## src/rtl/ipm_distributed_fifo_sync.sv

```systemverilog
// Single-clock FIFO on an inferred distributed-RAM array with count-based flags and standard/FWFT read.
// Optional sticky overflow/underflow outputs when DIST_FIFO_ERR_FLAG_EN is defined.
module ipm_distributed_fifo_sync #(
    parameter int unsigned ADDR_WIDTH = 4,
    parameter int unsigned DATA_WIDTH = 8,
    parameter bit          FWFT       = 1'b0,
    parameter int unsigned AF_THRESH  = (2 ** ADDR_WIDTH) - 2,
    parameter int unsigned AE_THRESH  = 2
) (
    input  logic                  clk,
    input  logic                  rst_n,
    input  logic                  wr_en,
    input  logic [DATA_WIDTH-1:0] wr_data,
    input  logic                  rd_en,
    output logic [DATA_WIDTH-1:0] rd_data,
    output logic                  full,
    output logic                  empty,
    output logic                  almost_full,
    output logic                  almost_empty,
    output logic [ADDR_WIDTH:0]   count
`ifdef DIST_FIFO_ERR_FLAG_EN
    ,
    output logic                  overflow,
    output logic                  underflow
`endif
);

    localparam int unsigned DEPTH = 2 ** ADDR_WIDTH;
    localparam int unsigned CW    = ADDR_WIDTH + 1;

    localparam logic [CW-1:0] FULL_LVL = CW'(DEPTH);
    localparam logic [CW-1:0] AF_LVL   = CW'(AF_THRESH);
    localparam logic [CW-1:0] AE_LVL   = CW'(AE_THRESH);

    // Zero at power-up only; reset never clears the array.
    logic [DATA_WIDTH-1:0] mem [DEPTH] = '{default: '0};

    logic [ADDR_WIDTH-1:0] wr_ptr;
    logic [ADDR_WIDTH-1:0] rd_ptr;
    logic [CW-1:0]         count_next;
    logic                  wr_acc;
    logic                  rd_acc;

    assign wr_acc = wr_en & ~full;
    assign rd_acc = rd_en & ~empty;

    always_comb begin
        count_next = count;
        if (wr_acc && !rd_acc) begin
            count_next = count + CW'(1);
        end else if (rd_acc && !wr_acc) begin
            count_next = count - CW'(1);
        end
    end

    always_ff @(posedge clk) begin
        if (wr_acc) begin
            mem[wr_ptr] <= wr_data;
        end
    end

    // Pointers wrap naturally; flags follow count_next so they line up with count.
    always_ff @(posedge clk or negedge rst_n) begin
        if (!rst_n) begin
            wr_ptr       <= '0;
            rd_ptr       <= '0;
            count        <= '0;
            full         <= 1'b0;
            empty        <= 1'b1;
            almost_full  <= 1'b0;
            almost_empty <= 1'b1;
        end else begin
            if (wr_acc) begin
                wr_ptr <= wr_ptr + ADDR_WIDTH'(1);
            end
            if (rd_acc) begin
                rd_ptr <= rd_ptr + ADDR_WIDTH'(1);
            end
            count        <= count_next;
            full         <= (count_next == FULL_LVL);
            empty        <= (count_next == '0);
            almost_full  <= (count_next >= AF_LVL);
            almost_empty <= (count_next <= AE_LVL);
        end
    end

    generate
        if (FWFT) begin : g_fwft
            assign rd_data = mem[rd_ptr];
        end else begin : g_std
            always_ff @(posedge clk or negedge rst_n) begin
                if (!rst_n) begin
                    rd_data <= '0;
                end else if (rd_acc) begin
                    rd_data <= mem[rd_ptr];
                end
            end
        end
    endgenerate

`ifdef DIST_FIFO_ERR_FLAG_EN
    // Sticky request-error flags, cleared only by reset.
    always_ff @(posedge clk or negedge rst_n) begin
        if (!rst_n) begin
            overflow  <= 1'b0;
            underflow <= 1'b0;
        end else begin
            if (wr_en && full) begin
                overflow <= 1'b1;
            end
            if (rd_en && empty) begin
                underflow <= 1'b1;
            end
        end
    end
`endif

endmodule

```

## config.mk

```make
export PLATFORM = sky130hd
export DESIGN_NAME = ipm_distributed_fifo_sync
export DESIGN_NICKNAME = d
export VERILOG_FILES = /design/src/rtl/ipm_distributed_fifo_sync.sv
export SDC_FILE = /design/constraint.sdc
export NUM_CORES = 1
export LEC_CHECK = 0
export BUFFER_PORTS_ARGS = -buffer_cell sky130_fd_sc_hd__clkbuf_2
export CAP_MARGIN = 20
export CORE_ASPECT_RATIO = 2
export CORE_MARGIN = 5
export CORE_UTILIZATION = 55
export DETAILED_ROUTE_END_ITERATION = 16
export GPL_ROUTABILITY_DRIVEN = 1
export GPL_TIMING_DRIVEN = 0
export PLACE_DENSITY_LB_ADDON = 0.12
export SLEW_MARGIN = 20
export SYNTH_ARGS = -nofsm -noshare
export SYNTH_HDL_FRONTEND = slang
export SYNTH_SLANG_ARGS = --single-unit
```

## constraint.sdc

```tcl
create_clock -name clk -period 3.1 [get_ports clk]
set_input_delay 0.62 -clock clk [delete_from_list [all_inputs] [get_ports clk]]
set_output_delay 0.62 -clock clk [all_outputs]
set_load 0.005 [all_outputs]
```

**Word level (Yosys, flattened, before mapping)**

Memories as Yosys holds them, arrays and structs flattened. A register that Yosys moved wholly into a read port is not among the register bits.
Index checks and enable logic that the tools add are counted.

- Register bits: 17
- Output and inout bits: 17
- RAM bits: 128
- Memories: 1
- Input bits: 12
- Logic and storage cells: 29

Memory list:

| memory | words | bits a word | read ports | clocked after memory_dff | write ports | line | text |
|---|---|---|---|---|---|---|---|
| mem | 16 | 8 | 1 | 1 | 1 | 36 | `logic [DATA_WIDTH-1:0] mem [DEPTH] = '{default: '0};` |

- $add $sub $neg: 4
- Reduce and logical (&&, ||, !) cells: 6
- Bitwise logic cells: 4
- Mux-type cells: 4
- Equal/unequal tests: 1
- Magnitude comparators: 2

Operators by type and width:

| kind | count |
|---|---|
| 5-bit 2-to-1 mux | 2 |
| 4-bit by 1-bit adder with 4-bit output (second input constant) | 2 |
| 5-bit by 1-bit adder with 5-bit output (second input constant) | 1 |
| 5-bit equality test (second input constant) | 1 |
| 5-bit by 4-bit >= comparator with 1-bit output (second input constant) | 1 |
| 5-bit by 2-bit <= comparator with 1-bit output (second input constant) | 1 |
| 5-bit logical NOT | 1 |
| 5-bit by 1-bit subtractor with 5-bit output (second input constant) | 1 |
| 1-bit logical NOT | 3 |
| 1-bit bitwise AND | 2 |
| 1-bit logical AND | 2 |
| 1-bit 2-to-1 mux | 2 |
| 1-bit inverter | 2 |

**Depth between registers and ports, before layout**

Gate-level depths: netlist of run 1.

- Depth in word-level cells: 7
- Gate-level depth with buffers: 7
- Gate-level depth less buffers: 7

**Worst setup path before layout of run 1**

OpenSTA, ideal clock, no wires.

- Kind: in2reg
- From: in wr_en
- To: reg almost_empty
- Path slack: 1219 ps
- Path buffers: 1
- Cell stages on the path: 7
- Setup time: 116 ps
- Arrival: 1765 ps
- Data required time: 2984 ps
- Path through: nor2b_1 > buf_2 > nand3_1 > o22ai_1 > xnor2_1 > inv_1 > a2111oi_1

- Longest elaborated chain between the ends: 6
- Elaborated cells between the ends (all ways): 7
- Those cells by class: order compare: 1; mux: 2; bitwise: 1; reduce/logical: 3

Ends and longest elaborated chain:

| item | line | text |
|---|---|---|
| start, declared | 12 | `input logic wr_en,` |
| 1-bit bitwise AND * | 44 | `assign wr_acc = wr_en & ~full;` |
| 1-bit logical NOT | 51 | `end else if (rd_acc && !wr_acc) begin` |
| 1-bit logical AND | 51 |  |
| 5-bit 2-to-1 mux | 51 |  |
| 5-bit 2-to-1 mux * | 49 | `if (wr_acc && !rd_acc) begin` |
| net count_next[4] | 40 | `logic [CW-1:0] count_next;` |
| 5-bit by 2-bit <= comparator with 1-bit output * | 83 | `almost_empty <= (count_next <= AE_LVL);` |
| end signal, assigned | 83 |  |
| end, declared | 19 | `output logic almost_empty,` |

Mark *: on every way through the listed nets, which the timed path passes. The rest lies on a longest branch.
A chain may end at the register's enable or synchronous reset.

**Worst setup path after layout of run 1**

- From: reg empty
- To: reg almost_empty

- Longest elaborated chain between the ends: 6
- Elaborated cells between the ends (all ways): 8
- Those cells by class: order compare: 1; mux: 2; bitwise: 2; reduce/logical: 3

Ends and longest elaborated chain:

| item | line | text |
|---|---|---|
| start, declared | 17 | `output logic empty,` |
| start signal, assigned | 81 | `empty <= (count_next == '0);` |
| 1-bit inverter * | 45 | `assign rd_acc = rd_en & ~empty;` |
| 1-bit bitwise AND * | 45 |  |
| 1-bit logical AND / 1-bit logical NOT (equally long branches) | 51, 49 |  |
| 5-bit 2-to-1 mux / 1-bit logical AND (equally long branches) | 51, 49 |  |
| 5-bit 2-to-1 mux * | 49 |  |
| net count_next[4] | 40 |  |
| 5-bit by 2-bit <= comparator with 1-bit output * | 83 |  |

Marks and branches as above.

==> metrics.yaml, run 1 <==
clock_network:
  clk_latency_ns: 0.41
  ctsHoldBuffers: 0
  cts_buffer_depth: 2
  cts_resized: 0
  post-cts-setup-buffer-count: 0
  clk_pin_slew_ns: 0.06
  numCtsBuffers: 17
  cts_root_buffer: "clkbuf_16"
  cts_tree: "yes"
  htreeDepth: 4
  clock_sinks: 153
detailed_routing:
  drt_iter0_drc: 213
  drt-pass1-iter-count: 4
  drc: 0
  ant_nets: 0
  vias_per_cell: 5.832
  drt-total-wl_um: 12710
  vias: 3231
  avgRoutedWirePerCell_um: 22.94
sta:
  clock_skew_ns: 0.006066
  tightest_slew_ns: 0.7090
  period_share: 0.6506
  hold_slack_ns: 0.2477
  slew_violations: 0
  rsz0062_at_grt: "false"
  finalHoldViolations: 0
  post-route-min-period_ns: 2.017
  setup_tns_ns: 0
  fmax_mhz: 495.8
  setup-violations-final: 0
  slew_headroom: 0.5273
run:
  max_cap_viol_count: 0
die:
  chipWidth_um: 84.68
  die_h_um: 159.4
  core_area_um2: 10950
  start_util: 0.5605
  dieArea_um2: 13490
  boundaryPins: 29
  num_rows: 54
yosys:
  synth_seq_cells: 153
  ys.flop_type: "edfxtp_1"
  synth_cell_types: 37
  ys_warn_count: 0
  syn-num-nets: 373
  synth.yosys.seq_area_share: 0.7289
  synthArstFlopShare: 0.1634
  synth_edf_count: 128
  syn-cell-area_um2: 6135
  synth_cells: 354
  synth.avg_cell_area_um2: 17.33
global_route:
  antenna_found_initial: 0
  track_usage: 0.2055
  gr-total-overflow: 0
  grt_pass1_vias: 3553
  grt_pass1_wl_um: 20180
  grt_max_degree: 26
cells_and_area:
  num_antenna_cells: 0
  final_layout_size_suffix_gt1_frac: 0.2440
  area_growth_syn_to_layout_pct: 15.40
  fin_nets: 420
pwr:
  pwr_density_cell_nw_per_um2: 958.9
  irDropWorstVdd_mv: 0.6043
  leakage_uw: 0.002515
place:
  gp_congestion: 0.7619
  portBuffers: 28
  dpl.hpwl_um: 8854
setup_path:
  cp-end-kind: "flop"
  cp.arrival_ns: 2.31
  crit_type: "flop to flop"
  ff2ff_setup_slack_ns: 1.08
  crit_path_start_kind: "flop"
  worstPathRequired_ns: 3.39
  cp_max_fo: 5
worst_hold_path:
  hold_class: "primary input to async pin"
status:
  status: "finished clean"
[cells in the mapped netlist, types with 2 or more instances]
| cell | number | area, um2 |
|---|---|---|
| xor2_1 | 2 | 17.52 |
| and2_1 | 17 | 106.4 |
| dfstp_2 | 2 | 52.55 |
| a211oi_1 | 7 | 52.55 |
| nand4_1 | 2 | 12.51 |
| nand2_1 | 28 | 105.1 |
| nand3_1 | 4 | 20.02 |
| inv_1 | 5 | 18.77 |
| clkbuf_1 | 3 | 11.26 |
| nor2b_1 | 10 | 62.56 |
| edfxtp_1 | 128 | 3844 |
| nor4_1 | 3 | 18.77 |
| mux4_2 | 19 | 427.9 |
| xnor2_1 | 8 | 70.07 |
| mux2_2 | 7 | 78.83 |
| buf_4 | 2 | 15.01 |
| mux2i_1 | 21 | 210.2 |
| ha_1 | 7 | 87.58 |
| nor2_1 | 6 | 22.52 |
| buf_2 | 10 | 50.05 |
| a32oi_1 | 7 | 61.31 |
| o22ai_1 | 2 | 12.51 |
| o21ai_0 | 4 | 20.02 |
| dfrtp_1 | 23 | 575.6 |
| a31oi_1 | 7 | 43.79 |
| nand2b_1 | 3 | 18.77 |
| a22oi_1 | 7 | 52.55 |
[cell families (layout without fill, tap and decap cells)]
family	after synthesis	after routing	synth area share
xor+xnor	10	10	0.01428
flops	153	153	0.7289
mux	47	47	0.1169
fa+ha+maj	7	7	0.01428
buf+inv	21	81	0.01611
compound gates	38	38	0.04467
simple gates	78	78	0.06486
[state kept, by name (all words and copies together), names as in the netlist]
name and count:
mem 128, rd_data 8, count 5, rd_ptr 4, wr_ptr 4, almost_empty 1
almost_full 1, empty 1, full 1
[final cells by class]
class / count / area (um2)
Clock buffer: 18 / 429.2
Buffer: 16 / 80.08
Tap cell: 140 / 175.2
Inverter: 5 / 18.77
Timing Repair Buffer: 28 / 140.1
Fill cell: 812 / 3866
Clock inverter: 14 / 200.2
Sequential cell: 153 / 4472
Multi-Input combinational cell: 180 / 1564
[critical path, stage by stage, from the launching register on]
cell	delay, ns
dfstp_2	0.53
nand2b_1	0.28
nand3_1	0.14
o22ai_1	0.21
xnor2_1	0.17
inv_1	0.13
a2111oi_1	0.42
[where the power goes]
group | switching (uW) | internal (uW)
sequential | 189 | 2570
clock | 798 | 1350
combinational | 1060 | 816
[path summary, 6_finish.rpt]
path / endpoint / startpoint / cells after the start
max: almost_empty / empty / 6
min in group clk: rd_data[0] / rd_data[0] / 2
min reg2reg: rd_data[0] / rd_data[0] / 2
max in group asynchronous: rd_data[4] / rst_n / 1
max reg2reg: almost_empty / empty / 6
min: count[4] / rst_n / 1
[metal layers]
metal  track usage  share of wire  vias up
li1              -              -     1469
met1        0.2238           0.36     1655
met2        0.3762           0.58       87
met3       0.04816          0.034       20
met4       0.08213          0.029        0
met5             0              0        -
[cell usage in the layout, fill, tap and decap left out, drive strengths merged, types with 2 or more instances in the layout]
cell type	synthesis	layout
a32oi	7	7
nand2	28	28
xnor2	8	8
inv	5	5
buf	13	13
and2	17	17
nor2b	10	10
o21ai	4	4
dfstp	2	2
a211oi	7	7
nor2	6	6
bufinv	0	4
a22oi	7	7
mux4	19	19
dfrtp	23	23
clkbuf	3	49
nor4	3	3
clkinv	0	7
nand3	4	4
mux2	7	7
nand2b	3	3
nand4	2	2
ha	7	7
mux2i	21	21
o22ai	2	2
edfxtp	128	128
clkinvlp	0	3
xor2	2	2
a31oi	7	7
[through the flow]
step	area, um2	util	setup slack (ns)	total power [uW]	std cells
6_report	7079	0.6468	1.083	6789	554
5_1_grt	7079	0.6468	0.9106	7149	554
4_1_cts	7079	0.6468	1.050	6847	554
3_5_place_dp	6450	0.5893	0.8345	4694	522
3_3_place_gp	6450	0.5893	0.8544	4639	522
2_1_floorplan	6135	-	1.219	4072	354
Power figures use the tool's default switching activity.
==> run 2: changes to the inputs <==
Clock period 3.1 ns to 2 ns, I/O delays scaled along.
==> run 2 against run 1 <==
Effect of this change:
- critical path depth is 1 lower
- critical path type unchanged
- utilization is 0.32 points higher
- clock-buffer cell count stayed put
- power is 56% higher
- global-route usage hardly changed
- combinational power is 59% higher
- cell count stayed put
- sequential share of layout area is 0.31 points lower
- die area stayed put
- maximum frequency is 4.6% higher
==> metrics.yaml, run 2 (synthesis results as in run 1) <==
detailed_routing:
  drt_iter0_drc: 264
  drc: 0
  avgRoutedWirePerCell_um: 23.22
  vias: 3280
  drt-total-wl_um: 12860
  drt-pass1-iter-count: 5
  vias_per_cell: 5.921
  ant_nets: 0
die:
  dieArea_um2: 13490
  num_rows: 54
  boundaryPins: 29
  start_util: 0.5605
  core_area_um2: 10950
  die_h_um: 159.4
  chipWidth_um: 84.68
pwr:
  pwr_density_cell_nw_per_um2: 1491
  power.internal_uw: 7390
  power_frac_comb: 0.282
  leakage_uw: 0.002529
  irDropWorstVdd_mv: 0.8867
  power.share.clock: 0.314
  p_sw_uw: 3215
  p_sw_frac: 0.3031
  seqPwrFrac: 0.404
clock_network:
  ctsHoldBuffers: 0
  cts_root_buffer: "clkbuf_16"
  clk_latency_ns: 0.41
  clk_pin_slew_ns: 0.06
  htreeDepth: 4
  clock_sinks: 153
  numCtsBuffers: 17
  cts_buffer_depth: 2
  cts_tree: "yes"
global_route:
  track_usage: 0.2058
  gr-total-overflow: 0
  grt_pass1_wl_um: 20200
  antenna_found_initial: 0
  grt_pass1_vias: 3554
  grt_max_degree: 26
worst_hold_path:
  hold_class: "primary input to async pin"
cells_and_area:
  final_common_cell: "edfxtp_1"
  largest_reg_flops: 128
  mostFrequentLayoutCells: "edfxtp_1 (128), clkbuf_2 (30), nand2_1 (28)"
  fin_nets: 420
  reg.largest.list: "mem (128), rd_data (8), count (5)"
  final_layout_size_suffix_gt1_frac: 0.2705
  area_growth_syn_to_layout_pct: 15.97
  largest_register: "mem"
  num_antenna_cells: 0
setup_path:
  crit_type: "flop to flop"
  worstPathRequired_ns: 2.31
  cp.arrival_ns: 2.23
  r2r_cells: 5
  cp_max_fo: 10
  crit_path_start_kind: "flop"
  cp-end-kind: "flop"
sta:
  setup_tns_ns: 0
  slew_headroom: 0.5241
  slew_violations: 0
  finalHoldViolations: 0
  setup-violations-final: 0
  fmax_mhz: 518.4
  setup_slack_ns: 0.07098
  tightest_slew_ns: 0.7139
  rsz0062_at_grt: "false"
  post-route-min-period_ns: 1.929
  clock_skew_ns: 0.006867
  period_share: 0.9645
place:
  place_ws_ns: -0.04548
  gp_congestion: 0.7619
  portBuffers: 28
  dpl.hpwl_um: 8854
status:
  status: "finished clean"
run:
  max_cap_viol_count: 0
## run 2: path summary, 6_finish.rpt
kind | slack (ns) | startpoint | end
worst max-delay path | 0.07 | rd_ptr[2] | rd_data[3]
worst min-delay path | 0.03 | rst_n | count[4]
worst max register to register | 0.07 | rd_ptr[2] | rd_data[3]
worst min register to register | 0.50 | rd_data[3] | rd_data[3]
max in group asynchronous | 1.51 | rst_n | rd_data[5]
min in group clk | 0.39 | wr_data[3] | mem[1][3]
## run 2: layer usage
metal	GRT usage	routed length (um)	share of wire
met5	0	0	0
met4	0.08213	323	0.025
met2	0.3772	7570	0.59
met3	0.04816	428	0.033
met1	0.2238	4541	0.35
## run 2: power by group through the flow
| stage | clock [uW] | sequential, uW | combinational [uW] |
|---|---|---|---|
| after floorplan | 0 | 4280 | 2040 |
| after global placement | 0 | 4310 | 2880 |
| after detailed placement | 0 | 4340 | 2940 |
| after CTS | 3360 | 4280 | 2980 |
| after global routing | 3540 | 4330 | 3290 |
| final | 3330 | 4290 | 2990 |
## run 2: timing repair
item,4_1_cts,5_1_grt
gates resized for setup,2,13
setup buffers,0,0
cloned,0,0
setup endpoints to repair,2,40
## run 2: critical path, stage by stage, from the launching register on
cell     delay [ns]
dfrtp_1        0.49
buf_2          0.37
mux4_2         0.36
mux4_2         0.48
nand2_1        0.08
nand2_1        0.04
## run 2: final cells by class
type | count | area [um2]
clock buffers | 18 | 429.2
multi-input cells | 180 | 1587
clock inverters | 14 | 200.2
inverters | 5 | 18.77
flip-flops and latches | 153 | 4472
well taps | 140 | 175.2
plain buffers | 16 | 92.59
fillers | 813 | 3831
repair buffers | 28 | 140.1
## run 2: through the flow
stage / utilization / hold WS, ns / cell area [um2] / total power (uW) / cells
floorplan: - / 0.1044 / 6135 / 6312 / 354
global placement: 0.5893 / 0.4752 / 6450 / 7190 / 522
detailed placement: 0.5893 / 0.4807 / 6450 / 7275 / 522
CTS: 0.6472 / 0.03302 / 7084 / 10620 / 554
global route: 0.6500 / 0.04927 / 7114 / 11160 / 554
finish: 0.6500 / 0.03233 / 7114 / 10610 / 554
==> run 3: changes to the inputs <==
Settings changed: CORE_ASPECT_RATIO 2 to 1.25.
==> run 3 against run 2 <==
Effect of this change:
- maximum frequency up 2.2%
- sequential share of layout area increased by 0.43 points
- clock-buffer cell count grew 2
- die area fell by 0.85%
- non-clock buffer count unchanged
- sequential power about the same
- worst setup slack gained 0.042 ns
- clock power fell by 4%
- cell count down 0.90%
- critical path type unchanged
==> metrics.yaml, run 3 (synthesis results as in run 1) <==
sta:
  hold_slack_ns: 0.003330
  fmax_mhz: 529.8
  post-route-min-period_ns: 1.888
  setup-violations-final: 0
  clock_skew_ns: 0.006166
  slew_headroom: 0.5489
  period_share: 0.9438
  setup_tns_ns: 0
  tightest_slew_ns: 0.6767
  finalHoldViolations: 0
  rsz0062_at_grt: "false"
  slew_violations: 0
die:
  dieArea_um2: 13380
  start_util: 0.5562
  chipWidth_um: 104.5
  num_rows: 43
  boundaryPins: 29
  die_h_um: 128.1
  core_area_um2: 11030
clock_network:
  ctsHoldBuffers: 0
  cts_root_buffer: "clkbuf_16"
  cts_buffer_depth: 2
  numCtsBuffers: 17
  post-cts-setup-buffer-count: 0
  cts_tree: "yes"
  htreeDepth: 4
  clk_latency_ns: 0.42
  clock_sinks: 153
  clk_pin_slew_ns: 0.06
place:
  portBuffers: 28
  dpl.hpwl_um: 8071
  gp_congestion: 0.8590
  placed_area_um2: 6444
detailed_routing:
  drc: 0
  vias_per_cell: 5.902
  drt-pass1-iter-count: 4
  vias: 3240
  avgRoutedWirePerCell_um: 22.15
  drt-total-wl_um: 12160
  drt_iter0_drc: 166
  ant_nets: 0
global_route:
  track_usage: 0.1949
  met2_usage: 0.3208
  grt_pass1_wl_um: 19190
  grt_pass1_vias: 3384
  grt_use_met3: 0.04736
  use_met1: 0.2480
  antenna_found_initial: 0
  gr-total-overflow: 0
  grt_max_degree: 26
  busiest_layer: "met2"
cells_and_area:
  fin_nets: 420
  design_area_um2: 7066
  mostFrequentLayoutCells: "edfxtp_1 (128), clkbuf_2 (30), nand2_1 (28)"
  final_layout_size_suffix_gt1_frac: 0.2536
  final_common_cell: "edfxtp_1"
  nFillCells: 790
  seqCellArea_um2: 4472
  reg.largest.list: "mem (128), rd_data (8), count (5)"
  multiInputGateArea_um2: 1579
  area_growth_syn_to_layout_pct: 15.17
  finalCoreUtilization: 0.6406
  largest_reg_flops: 128
  num_antenna_cells: 0
  largest_register: "mem"
setup_path:
  cp-end-kind: "flop"
  path_cells: "buf_2 -> mux4_2 -> mux4_2 -> nand2_1 -> nand2_1"
  cp_max_fo: 10
  crit_type: "flop to flop"
  cp.arrival_ns: 2.20
  critical_path.slowest_cell: "mux4_2"
  r2r_start: "rd_ptr[2]"
  crit_path_start_kind: "flop"
  worstPathRequired_ns: 2.31
  startpoint: "rd_ptr[2]"
  cpPeakStageDelay_ns: 0.49
status:
  status: "finished clean"
pwr:
  leakage_uw: 0.002513
  total_power_uw: 10480
  pwr_density_cell_nw_per_um2: 1483
  irDropWorstVdd_mv: 0.8177
run:
  max_cap_viol_count: 0
worst_hold_path:
  hold_class: "primary input to async pin"
-- run 3: worst max-delay path: cells and delay by family (launching register included) --
kind | cells | cell delay, ns
multiplexers | 2 | 0.87
AND/OR/NAND/NOR | 2 | 0.12
buffers and inverters | 1 | 0.32
flip-flops | 1 | 0.46
-- run 3: what timing repair did --
action	CTS	global route
gates resized for setup	2	8
pin swaps	0	0
setup endpoints to repair	3	8
-- run 3: cell type report --
cell class                      count  area share
Buffer                             16     0.01293
Clock buffer                       20     0.06322
Clock inverter                     12     0.02107
Inverter                            5    0.002656
Multi-Input combinational cell    180      0.2235
Sequential cell                   153      0.6329
Tap cell                          135     0.02391
Timing Repair Buffer               28     0.01983
-- run 3: stage by stage --
stage	worst slack [ns]	instances
after detailed placement	-0.01651	517
after global routing	0.008513	549
final	0.1125	549
after CTS	0.01340	549
after global placement	0.009960	517
after floorplan	0.2869	354
-- run 3: final timing paths --
| check | end | slack (ns) | cells after the start |
|---|---|---|---|
| setup / recovery | rd_data[3] | 0.11 | 5 |
| min in group clk | mem[3][3] | 0.39 | 1 |
| hold reg to reg | rd_data[3] | 0.48 | 2 |
| hold / removal | count[2] | 0.003 | 1 |
| max in group asynchronous | rd_data[6] | 1.56 | 1 |
| setup reg to reg | rd_data[3] | 0.11 | 5 |
-- run 3: routing by layer --
| metal | vias up | part of all wire |
|---|---|---|
| li1 | 1474 | - |
| met5 | - | 0 |
| met4 | 0 | 0.030 |
| met1 | 1662 | 0.42 |
| met3 | 26 | 0.038 |
| met2 | 78 | 0.51 |
-- run 3: power breakdown --
group / total, uW / internal, uW / switching (uW)
registers: 4280 / 3990 / 289
logic: 3000 / 1300 / 1690
clock network: 3210 / 1990 / 1220
total: 10500 / 7280 / 3200
